## src/rtl/piano_pkg.sv

```systemverilog
// Shared definitions for the piano tone generator: semitone frequency table,
// half-period helper and the player state encoding.
package piano_pkg;

    localparam int NUM_SEMI = 12;

    // Centi-Hz frequencies for C4..B4
    localparam int unsigned NOTE_CHZ [NUM_SEMI] = '{
        26163, 27718, 29366, 31113, 32963, 34923,
        36999, 39200, 41530, 44000, 46616, 49388
    };

    typedef enum logic [1:0] {
        IDLE    = 2'd0,
        PLAY    = 2'd1,
        RELEASE = 2'd2
    } state_t;

    function automatic logic [63:0] base_half(input logic [63:0] clk_hz, input int idx);
        return (clk_hz * 64'd100) / (64'd2 * 64'(NOTE_CHZ[idx]));
    endfunction

endpackage

```

## src/rtl/note_half_lut.sv

```systemverilog
// Combinational half-period lookup: constant ROM of octave-4 half-periods,
// shifted down by the octave select and clamped to a minimum.
module note_half_lut
    import piano_pkg::*;
#(
    parameter int CLK_HZ   = 50_000_000,
    parameter int CNT_W    = 24,
    parameter int OCT_W    = 2,
    parameter int MIN_HALF = 2
)
(
    input  logic [3:0]       i_note_sel,
    input  logic [OCT_W-1:0] i_octave,
    output logic [CNT_W-1:0] o_half
);

    logic [CNT_W-1:0] w_rom [NUM_SEMI];
    logic [CNT_W-1:0] w_base;
    logic [CNT_W-1:0] w_shift;

    // Table entries are elaboration-time constants, so no divider is built
    for (genvar g = 0; g < NUM_SEMI; g++) begin : g_rom
        localparam logic [63:0] HALF = base_half(64'(CLK_HZ), g);
        assign w_rom[g] = HALF[CNT_W-1:0];
    end

    always_comb begin
        w_base = '0;
        for (int i = 0; i < NUM_SEMI; i++) begin
            if (i_note_sel == 4'(i)) begin
                w_base = w_rom[i];
            end
        end
        w_shift = w_base >> i_octave;
        o_half  = (w_shift < CNT_W'(MIN_HALF)) ? CNT_W'(MIN_HALF) : w_shift;
    end

endmodule

```

## src/rtl/note_tone_gen.sv

```systemverilog
// Square-wave tone generator: plays any semitone over several octaves, with
// note changes and releases applied only at half-period boundaries.
module note_tone_gen
    import piano_pkg::*;
#(
    parameter int CLK_HZ   = 50_000_000,
    parameter int CNT_W    = 24,
    parameter int OCT_W    = 2,
    parameter int MIN_HALF = 2
)
(
    input  logic             i_clk,
    input  logic             i_rst_n,
    input  logic             i_note_req,
    input  logic [3:0]       i_note_sel,
    input  logic [OCT_W-1:0] i_octave,
    input  logic             i_note_off,
    output logic             o_tone_out,
    output logic             o_busy,
    output logic [3:0]       o_active_note,
    output logic             o_req_err
);

    if (base_half(64'(CLK_HZ), 0) > ((64'd1 << CNT_W) - 64'd1)) begin : g_half_range
        $error("note_tone_gen: CNT_W too narrow for the longest half-period");
    end

    state_t           r_state;
    logic [CNT_W-1:0] r_cnt;
    logic [CNT_W-1:0] r_half;
    logic [CNT_W-1:0] r_pend_half;
    logic [3:0]       r_pend_note;
    logic             r_pend_valid;
    logic             r_tone;
    logic [3:0]       r_active;
    logic             r_req_err;

    logic [CNT_W-1:0] w_half;
    logic             w_valid;
    logic             w_off;
    logic             w_boundary;
    logic             w_next_valid;
    logic [CNT_W-1:0] w_next_half;
    logic [3:0]       w_next_note;

    note_half_lut #(
        .CLK_HZ   (CLK_HZ),
        .CNT_W    (CNT_W),
        .OCT_W    (OCT_W),
        .MIN_HALF (MIN_HALF)
    ) u_lut (
        .i_note_sel (i_note_sel),
        .i_octave   (i_octave),
        .o_half     (w_half)
    );

    // An invalid request is ignored entirely, so it does not mask note_off
    assign w_valid      = i_note_req && (i_note_sel < 4'(NUM_SEMI));
    assign w_off        = i_note_off && !w_valid;
    assign w_boundary   = (r_state != IDLE) && (r_cnt == r_half - CNT_W'(1));
    assign w_next_valid = w_valid || r_pend_valid;
    assign w_next_half  = w_valid ? w_half : r_pend_half;
    assign w_next_note  = w_valid ? i_note_sel : r_pend_note;

    always_ff @(posedge i_clk or negedge i_rst_n) begin
        if (!i_rst_n) begin
            r_state      <= IDLE;
            r_cnt        <= '0;
            r_half       <= '0;
            r_pend_half  <= '0;
            r_pend_note  <= '0;
            r_pend_valid <= 1'b0;
            r_tone       <= 1'b0;
            r_active     <= '0;
            r_req_err    <= 1'b0;
        end else begin
            r_req_err <= i_note_req && !w_valid;
            case (r_state)
                IDLE: begin
                    if (w_valid) begin
                        r_half   <= w_half;
                        r_cnt    <= '0;
                        r_tone   <= 1'b1;
                        r_active <= i_note_sel;
                        r_state  <= PLAY;
                    end
                end
                PLAY: begin
                    if (w_boundary) begin
                        r_cnt        <= '0;
                        r_tone       <= ~r_tone;
                        r_pend_valid <= 1'b0;
                        if (w_off) begin
                            r_state <= RELEASE;
                        end else if (w_next_valid) begin
                            r_half   <= w_next_half;
                            r_active <= w_next_note;
                        end
                    end else begin
                        r_cnt <= r_cnt + CNT_W'(1);
                        if (w_valid) begin
                            r_pend_valid <= 1'b1;
                            r_pend_half  <= w_half;
                            r_pend_note  <= i_note_sel;
                        end else if (w_off) begin
                            r_state      <= RELEASE;
                            r_pend_valid <= 1'b0;
                        end
                    end
                end
                RELEASE: begin
                    if (w_boundary) begin
                        r_cnt        <= '0;
                        r_pend_valid <= 1'b0;
                        if (w_next_valid) begin
                            r_tone   <= ~r_tone;
                            r_half   <= w_next_half;
                            r_active <= w_next_note;
                            r_state  <= PLAY;
                        end else begin
                            r_tone   <= 1'b0;
                            r_active <= '0;
                            r_state  <= IDLE;
                        end
                    end else begin
                        r_cnt <= r_cnt + CNT_W'(1);
                        if (w_valid) begin
                            r_pend_valid <= 1'b1;
                            r_pend_half  <= w_half;
                            r_pend_note  <= i_note_sel;
                        end
                    end
                end
                default: r_state <= IDLE;
            endcase
        end
    end

    assign o_tone_out    = r_tone;
    assign o_busy        = (r_state != IDLE);
    assign o_active_note = r_active;
    assign o_req_err     = r_req_err;

endmodule

```

## config.mk

```make
export PLATFORM = sky130hd
export DESIGN_NAME = note_tone_gen
export DESIGN_NICKNAME = d
export VERILOG_FILES = /design/src/rtl/piano_pkg.sv /design/src/rtl/note_half_lut.sv /design/src/rtl/note_tone_gen.sv
export SDC_FILE = /design/constraint.sdc
export NUM_CORES = 1
export LEC_CHECK = 0
export ABC_AREA = 1
export CAP_MARGIN = 5
export CORE_UTILIZATION = 45
export CTS_BUF_LIST = sky130_fd_sc_hd__clkbuf_8
export CTS_CLUSTER_DIAMETER = 200
export DETAILED_ROUTE_END_ITERATION = 10
export PLACE_DENSITY = 0.61
export SLEW_MARGIN = 10
export SYNTH_ARGS = -nofsm -noshare
export SYNTH_HDL_FRONTEND = slang
export SYNTH_SLANG_ARGS = --single-unit
export TNS_END_PERCENT = 50
```

## constraint.sdc

```tcl
create_clock -name i_clk -period 2.7 [get_ports i_clk]
set_clock_uncertainty 0.2 [all_clocks]
set_input_delay 0.54 -clock i_clk [delete_from_list [all_inputs] [get_ports i_clk]]
set_output_delay 0.54 -clock i_clk [all_outputs]
set_load 0.01 [all_outputs]
```

**After elaboration in Yosys (flattened, before gate mapping)**

Cells that the tools add are included.

- Bitwise gates (word level): 2
- Multiplexer cells: 48
- Add/sub/neg operators: 2
- Reductions and logical operators: 20
- Order comparisons: 2
- Equality and inequality tests: 22
- Shifts and indexed selects: 1

Operator list:

| operator | count |
|---|---|
| $mux W24 | 9 |
| $mux W17 | 12 |
| $pmux W24 S3 | 1 |
| $pmux W24 S2 | 1 |
| $mux W4 | 7 |
| $add A24 B1 Y24 const B | 1 |
| $eq A24 B24 Y1 | 1 |
| $lt A24 B2 Y1 const B | 1 |
| $shr A17 B2 Y24 | 1 |
| $sub A24 B1 Y24 const B | 1 |
| $eq A4 B3 Y1 const B | 4 |
| $eq A4 B4 Y1 const B | 4 |
| $pmux W4 S3 | 1 |
| $mux W2 | 5 |
| $ne A2 B2 Y1 const B | 5 |
| $mux W1 | 9 |
| $eq A4 B2 Y1 const B | 2 |
| $ne A3 B3 Y1 const B | 2 |
| $pmux W2 S3 | 1 |
| $reduce_and A3 Y1 | 2 |
| $reduce_and A6 Y1 | 1 |
| $reduce_bool A2 Y1 | 3 |
| $reduce_and A5 Y1 | 1 |
| $eq A4 B1 Y1 const B | 1 |
| 16 further kinds | 21 |

- Logic and storage cells: 106
- Bits of input ports: 10
- Output and inout bits: 7
- Register bits: 85

**Logic depth before layout (Yosys ltp)**

Gate-level depths: netlist of the first run.

- Depth in word-level cells: 21
- Mapped depth: 20
- Gate-level depth less buffers: 19

**Hierarchy**

From an unflattened synthesis of the first run, not the netlist that was laid out.

- Cell total of the unflattened synthesis: 1032
- Area total of the unflattened synthesis: 6588.8 um^2

Modules (own cells, without submodules):

| module | times used | cells an instance | area an instance (um^2) | sequential area each (um^2) |
|---|---|---|---|---|
| note_tone_gen | 1 | 865 | 5824.3 | 2127.0 |
| note_half_lut | 1 | 167 | 764.5 | 0.0 |

**Least setup slack after synthesis of the first run**

No wires, ideal clock.

- Path kind: reg-to-reg
- Start point: register r_half[0]
- End point: register r_half[6]
- Period minus slack after synthesis: 2547 ps
- Stages on the path, launching flop included: 18
- Setup time: 117 ps
- Buffers on the path: 2
- Data required time: 2383 ps
- Setup slack: 153 ps
- Data arrival time: 2230 ps
- Cells stage by stage: dfrtp_1 -> inv_1 -> ha_1 -> nand2_2 -> nor2_4 -> buf_6 -> nand3b_1 -> nand3_1 -> nand2_1 -> inv_1 -> nand3_1 -> nor2_2 -> nand3_4 -> nand2_2 -> nand4_4 -> buf_2 -> nand2_1 -> nand2_1

- Word-level cells in the longest chain between the ends: 5
- Elaborated cells on any way between the ends: 6
- Those cells by class: add/sub (1); eq/ne (3); reduce/logical (2)

Ends and longest elaborated chain:

| element | line | RTL |
|---|---|---|
| start, declared | note_tone_gen.sv:30 | `logic [CNT_W-1:0] r_half;` |
| start signal, assigned | note_tone_gen.sv:81 | `r_half <= w_half;` |
| start signal, assigned | note_tone_gen.sv:96 | `r_half <= w_next_half;` |
| start signal, assigned | note_tone_gen.sv:117 | `r_half <= w_next_half;` |
| $sub A24 B1 Y24 (*) | note_tone_gen.sv:60 | `assign w_boundary = (r_state != IDLE) && (r_cnt == r_half - CNT_W'(1));` |
| $eq A24 B24 Y1 (*) | note_tone_gen.sv:60 |  |
| $logic_and A1 B1 Y1 (*) | note_tone_gen.sv:60 |  |
| $ne A2 B2 Y1 (no line) | -- |  |
| $reduce_and A5 Y1 (no line) (*) | -- |  |

Every way passes the cells marked *; elsewhere a longest branch is shown, timed or not.
A chain may end at the register's enable or synchronous reset.

**Worst setup path in the final report of the first run**

- Start point: register r_half[0]
- End point: register r_half[10]

The elaborated chain is that of the path after synthesis.

==> results.toml, run 1 <==
[placement]
hpwl_um = 11600
post-place-ws_ps = -234
dpl_cell_area_sq_um = 7120
finalWeightedCongestion = 0.968
port_buffers = 16

[timing]
fin_setup_tns_ps = 0
min_period_over_period = 0.990
final_period_minus_worst_setup_slack_ps = 2670
whs_ps = 287
number_of_pins_exceeding_their_max_slew_limit_in_the_final_report = 0
final_critical_path_setup_slack_ps = 28.3
setup-violations-final = 0
worstMarginPinSlew_ps = 434
grt_setup_unrepaired = "yes"
timing.fmax_mhz = 374
timing.slew.headroom = 0.710
fin_hold_viols = 0

[detailed_routing]
drt_drc_violations_left = 0
vias = 5898
ant_nets = 0
drt_first_iter_violations = 349
avgViaCountPerCell = 4.92
iteration_count_of_the_initial_detailed_routing_pass = 5
route.final.wire_length_um = 15400
wl_per_cell_um = 12.9

[final_layout]
final_area_sq_um = 7540
antenna-diode-count = 0
post_route_cells_drive_above_1_share = 0.177
area_added_between_synthesis_and_finish_pct = 24.5
final_core_util = 0.572
nNetsFinal = 1033

[floorplan]
start_util = 0.459
die_w_um = 118
fp-row-count = 42
die_y_um = 118
coreArea_sq_um = 13200
floorplan.die_area_sq_um = 13900
pin_count = 17

[synthesis]
async_reset_ff_frac = 1.00
postSynthAreaPerCell_sq_um = 6.67
dominantRegCellSynth = "sky130_fd_sc_hd__dfrtp_1"
ys_warn_count = 0
synth-seq-area-share = 0.351
number_of_nets_produced_by_synthesis = 924
yosys_register_bits = 85
synth_enable_flop_cells = 0
synthCells = 908
synth.lib_cells_used.distinct = 43
syn_area_sq_um = 6060

[cts]
clkSlewWorstSetupHoldPaths_ps = 90
tritoncts_num_sinks = 85
cts.path.max_buffers = 2
clk_latency_ps = 380
clock_tree.root_cell = "sky130_fd_sc_hd__clkbuf_8"
tritoncts = "built"
cts-htree-levels = 3
cts_made_buffers = 9

[pwr]
power.density_cell_area_nw_per_um2 = 349
cellLeakagePower_nw = 3.99
vdd_drop_max_uv = 234

[global_route]
largest_net_degree_at_the_start_of_global_routing = 62
global_route_wire_length_before_repair_um = 26000
grt_overflow = 0
grt_antenna_before_repair = 0
first_global_vias = 5509
overall_track_demand_over_capacity_in_global_routing = 0.231

[worst_setup_path]
critical_path.slowest_cell = "sky130_fd_sc_hd__dfrtp_1"
critPathRequiredTime_ps = 2810
crit_top_cell = "sky130_fd_sc_hd__nand2_1"
setup.worst_path.end_class = "register"
cpPeakStageDelay_ps = 410
critical_path_class = "register to register"
arrival_ps = 2780
critPathMaxFanout = 9
critical_path.startpoint_type = "register"
worstPathCellList = "inv_2, buf_4, nand2_4, nor2_4, nand3_2, or2_1, nand3_1, nand2_1, nor2_2, nand3_4, o21ai_4, buf_12, clkbuf_16, nand4_1, nand2_1"

[status]
status = "completed"

[run]
max-cap-violations = 0

[worst_hold_path]
min_path_type = "register to register"
-- critical path: cells and delay by family, from the launching register on --
family                 cells  cell delay [ps]
DFF                        1              410
buffers and inverters      4              520
and+or+nand+nor           10             1260
AOI/OAI and AO/OA          1              210
-- cells in the final DEF, fill, tap and decap left out, types with 2 or more instances in the layout --
master | synthesis | final
sky130_fd_sc_hd__nor2_4 | 4 | 5
sky130_fd_sc_hd__o22ai_1 | 4 | 4
sky130_fd_sc_hd__nor3_1 | 12 | 10
sky130_fd_sc_hd__ha_1 | 6 | 5
sky130_fd_sc_hd__buf_6 | 4 | 4
sky130_fd_sc_hd__a21oi_1 | 14 | 13
sky130_fd_sc_hd__nor2_2 | 9 | 13
sky130_fd_sc_hd__or2_2 | 5 | 5
sky130_fd_sc_hd__dfrtp_1 | 85 | 85
sky130_fd_sc_hd__nor3_2 | 0 | 2
sky130_fd_sc_hd__inv_1 | 97 | 94
sky130_fd_sc_hd__nand2_1 | 314 | 310
sky130_fd_sc_hd__o21bai_1 | 6 | 6
sky130_fd_sc_hd__clkinv_4 | 0 | 2
sky130_fd_sc_hd__nand3b_1 | 7 | 7
sky130_fd_sc_hd__xor2_1 | 12 | 12
sky130_fd_sc_hd__nand3_1 | 58 | 56
sky130_fd_sc_hd__nor3b_1 | 4 | 4
sky130_fd_sc_hd__o21ai_0 | 59 | 59
sky130_fd_sc_hd__clkinv_1 | 2 | 2
sky130_fd_sc_hd__nand3_2 | 0 | 2
sky130_fd_sc_hd__mux2i_1 | 2 | 2
sky130_fd_sc_hd__clkbuf_16 | 0 | 3
sky130_fd_sc_hd__nand2_2 | 4 | 7
sky130_fd_sc_hd__nand2_4 | 2 | 3
sky130_fd_sc_hd__clkdlybuf4s50_1 | 0 | 15
sky130_fd_sc_hd__nor4_1 | 3 | 3
sky130_fd_sc_hd__nand3_4 | 2 | 2
sky130_fd_sc_hd__o21ai_1 | 13 | 13
sky130_fd_sc_hd__buf_4 | 4 | 99
sky130_fd_sc_hd__xnor2_1 | 15 | 15
sky130_fd_sc_hd__nor2_1 | 83 | 78
sky130_fd_sc_hd__buf_12 | 0 | 8
sky130_fd_sc_hd__nand4_1 | 36 | 36
sky130_fd_sc_hd__o211ai_1 | 5 | 5
sky130_fd_sc_hd__inv_2 | 3 | 5
sky130_fd_sc_hd__inv_6 | 0 | 2
sky130_fd_sc_hd__clkbuf_8 | 0 | 9
-- sequential cells by signal, summed over array words and instances, names as in the netlist --
signal / flops
r_cnt: 24
r_half: 24
r_pend_half: 24
o_active_note: 4
r_pend_note: 4
r_state: 2
o_req_err: 1
o_tone_out: 1
r_pend_valid: 1
-- path summary, 6_finish.rpt --
path                       slack, ps  depth (start not counted)         start         endpoint
hold reg to reg                  290                          2  r_pend_valid     r_pend_valid
hold / removal                   290                          2  r_pend_valid     r_pend_valid
min in group asynchronous        400                          2       i_rst_n        r_cnt[10]
setup / recovery                  30                         15     r_half[0]       r_half[10]
max in group asynchronous       1260                          3       i_rst_n  r_pend_half[15]
setup reg to reg                  30                         15     r_half[0]       r_half[10]
-- synthesized netlist by cell type (all sizes together), types with 4 or more instances --
master  number  area [sq um]
nand2      320          1230
inv        100           375
nor2        96           413
dfrtp       85          2130
o21ai       73           377
nand3       60           325
nand4       38           259
buf         19           126
a21oi       15          86.3
xnor2       15           131
clkbuf      13          48.8
nor3        12          60.1
xor2        12           105
nand3b       7          52.6
ha           6          75.1
o21bai       6          45.0
or2          6          37.5
o211ai       5          37.5
nor3b        4          30.0
o22ai        4          25.0
-- metal layers --
layer  wire length, um  global-route usage
met5                 0                   0
met4               225              0.0633
met3               413              0.0446
met2              7190               0.373
met1              7570               0.315
-- cell type report --
| type | instances | area (sq um) |
|---|---|---|
| clock buffers | 9 | 124 |
| clock inverters | 7 | 58.8 |
| fillers | 1291 | 5650 |
| inverters | 102 | 385 |
| multi-input cells | 689 | 3440 |
| flip-flops and latches | 85 | 2130 |
| well taps | 176 | 220 |
| repair buffers | 130 | 1180 |
-- power by group --
part	internal, mW	switching (mW)
clock network	0.349	0.531
logic	0.170	0.246
registers	1.32	0.0200
total	1.84	0.797
-- metrics by stage --
stage | total power [mW] | std cells
floorplan | 1.60 | 908
global placement | 1.77 | 1172
detailed placement | 1.78 | 1172
CTS | 2.67 | 1193
global route | 2.78 | 1198
finish | 2.63 | 1198
-- repair_timing --
item / 4_1_cts / 5_1_grt
gates resized for setup: 10 / 15
setup endpoints to repair: 65 / 84
setup buffers: 4 / 2
endpoints found under the hold margin: 24 / 0
hold buffers: 1 / 0
gates cloned: 0 / 3
pin swaps: 16 / 12
-- cells by family (layout without fill, tap and decap cells) --
| family | Yosys count | in the layout | share of synthesized area |
|---|---|---|---|
| adders and majority gates | 6 | 6 | 0.0124 |
| muxes | 2 | 2 | 0.00330 |
| and+or+nand+nor | 547 | 547 | 0.401 |
| xor gates and xnor gates | 28 | 28 | 0.0427 |
| buffers and inverters | 134 | 248 | 0.0921 |
| DFF | 85 | 85 | 0.351 |
| AOI/OAI and AO/OA | 106 | 106 | 0.0979 |
Note: power is estimated with default switching activity, not from simulation.
==> inputs of run 2 (changes only) <==
--- a/config.mk
+++ b/config.mk
@@ -12,6 +12,7 @@
 export CTS_CLUSTER_DIAMETER = 200
 export DETAILED_ROUTE_END_ITERATION = 10
 export PLACE_DENSITY = 0.61
+export SETUP_SLACK_MARGIN = 0.02
 export SLEW_MARGIN = 10
 export SYNTH_ARGS = -nofsm -noshare
 export SYNTH_HDL_FRONTEND = slang
==> run 2 against run 1 <==
Against the previous run: sequential share of layout area is the same; cell area is the same; sequential power is essentially flat; flip-flop and latch count is the same; highest routed layer unchanged.
==> results.toml, run 2 (synthesis results as in run 1) <==
[pwr]
p_int_mw = 1.84
combinationalPowerShare = 0.158
clock_power_share = 0.334
vdd_drop_max_uv = 235
netSwitchingPower_mw = 0.800
netSwitchingFraction = 0.303
cellLeakagePower_nw = 3.99
share_of_total_power_in_sequential_cells = 0.507
power.density_cell_area_nw_per_um2 = 350

[worst_setup_path]
critical_path.startpoint_type = "register"
worst_path_dominant_cell_family = "simple AND/OR/NAND/NOR gates"
crit_top_cell = "sky130_fd_sc_hd__nand2_1"
worst_r2r_path_depth = 15
reg2reg_from = "r_half[0]"
worstPathCellList = "inv_2, buf_4, nand2_4, nor2_4, nand3_2, or2_1, nand3_1, nand2_1, nor2_2, nand3_4, o21ai_4, buf_12, clkbuf_16, nand4_1, nand2_1"
critical_path.slowest_cell = "sky130_fd_sc_hd__dfrtp_1"
crit_buf_inv = 4
critical_path_class = "register to register"
arrival_ps = 2790
timing.reg2reg.setup_slack_ps = 30
critPathRequiredTime_ps = 2810
worst-path-stages = 15
reg2reg_to = "r_half[10]"
cpPeakStageDelay_ps = 410
setup.worst_path.end_class = "register"
critPathMaxFanout = 9

[final_layout]
top_regs = "r_cnt x24, r_half x24, r_pend_half x24"
antenna-diode-count = 0
most_common_library_cell_in_the_layout_ignoring_fill_and_taps = "sky130_fd_sc_hd__nand2_1"
most-common-layout-cells = "sky130_fd_sc_hd__nand2_1, sky130_fd_sc_hd__buf_4, sky130_fd_sc_hd__inv_1"
area_added_between_synthesis_and_finish_pct = 24.5
post_route_cells_drive_above_1_share = 0.177
nNetsFinal = 1033
finish.cell_count_without_fillers = 1198

[cts]
tritoncts_num_sinks = 85
cts-htree-levels = 3
clkSlewWorstSetupHoldPaths_ps = 100
cts.path.max_buffers = 2
tritoncts = "built"
cts_made_buffers = 9
clock_tree.root_cell = "sky130_fd_sc_hd__clkbuf_8"
clk_latency_ps = 380

[detailed_routing]
vias = 5932
iteration_count_of_the_initial_detailed_routing_pass = 7
drt_drc_violations_left = 0
wl_per_cell_um = 12.9
drt_first_iter_violations = 364
ant_nets = 0
avgViaCountPerCell = 4.95
route.final.wire_length_um = 15500

[placement]
finalWeightedCongestion = 0.968
hpwl_um = 11600
port_buffers = 16
post-place-ws_ps = -234
placed_cells_incl_taps = 1172

[timing]
number_of_pins_exceeding_their_max_slew_limit_in_the_final_report = 0
fin_setup_tns_ps = 0
grt_setup_unrepaired = "yes"
min_period_over_period = 0.990
timing.fmax_mhz = 374
whs_ps = 291
setup-violations-final = 0
final_critical_path_setup_slack_ps = 25.9
fin_hold_viols = 0
worstMarginPinSlew_ps = 433
timing.slew.headroom = 0.711
final_period_minus_worst_setup_slack_ps = 2670

[worst_hold_path]
count_of_cells_along_the_worst_hold_path = 2
min_path_type = "register to register"
holdCritStartpoint = "r_pend_half[2]"
hold-path-endpoint = "r_pend_half[2]"

[floorplan]
start_util = 0.459
floorplan.die_area_sq_um = 13900
die_y_um = 118
coreArea_sq_um = 13200
fp-row-count = 42
pin_count = 17
die_w_um = 118

[global_route]
grt_antenna_before_repair = 0
overall_track_demand_over_capacity_in_global_routing = 0.231
grt_overflow = 0
global_route_wire_length_before_repair_um = 26000
largest_net_degree_at_the_start_of_global_routing = 62
first_global_vias = 5504

[run]
max-cap-violations = 0

[status]
status = "completed"
-- run 2: cell counts in the layout (fill, tap and decap cells not counted) --
No cell type changed its count.
-- run 2: stage by stage --
step / utilization / total power, mW / instance area, sq um
global placement: 0.540 / 1.77 / 7120
CTS: 0.560 / 2.67 / 7390
finish: 0.572 / 2.64 / 7540
global route: 0.572 / 2.78 / 7540
detailed placement: 0.540 / 1.78 / 7120
floorplan: - / 1.60 / 6060
-- run 2: worst max path at each step --
stage / start / end
2_1_floorplan: r_half[0] / r_half[6]
3_3_place_gp: i_note_sel[2] / r_cnt[21]
3_5_place_dp: i_note_sel[2] / r_cnt[18]
4_1_cts: r_half[1] / o_active_note[2]
5_1_grt: r_half[0] / o_active_note[0]
6_report: r_half[0] / r_half[10]
-- run 2: area by class of cell --
type                    instances  area [sq um]
well taps                     176           220
flip-flops and latches         85          2130
multi-input cells             689          3440
clock inverters                 7          58.8
repair buffers                130          1180
clock buffers                   9           124
fillers                      1291          5650
inverters                     102           385
-- run 2: tightest hold or removal path: stages (launching register included) --
cell and delay, ps:
sky130_fd_sc_hd__dfrtp_1 350, sky130_fd_sc_hd__nand2_1 50, sky130_fd_sc_hd__nand2_1 60
-- run 2: per-layer routing --
layer | part of all wire | GRT usage | vias up
met5 | 0 | 0 | -
met4 | 0.015 | 0.0633 | 0
met3 | 0.028 | 0.0446 | 18
met2 | 0.47 | 0.373 | 96
met1 | 0.49 | 0.315 | 2691
li1 | - | - | 3127
-- run 2: timing repair --
item | CTS | global route
hold endpoints to repair | 24 | 0
hold buffers | 1 | 0
pin swaps | 17 | 13
gates cloned | 0 | 3
setup buffers | 4 | 2
gates resized for setup | 10 | 15
setup endpoints to repair | 73 | 84
-- run 2: power by group through the flow --
stage	sequential, mW	combinational (mW)	clock [mW]
after floorplan	1.36	0.238	0
after global placement	1.36	0.413	0
after detailed placement	1.36	0.415	0
after CTS	1.34	0.418	0.912
after global routing	1.34	0.478	0.961
final	1.34	0.417	0.882
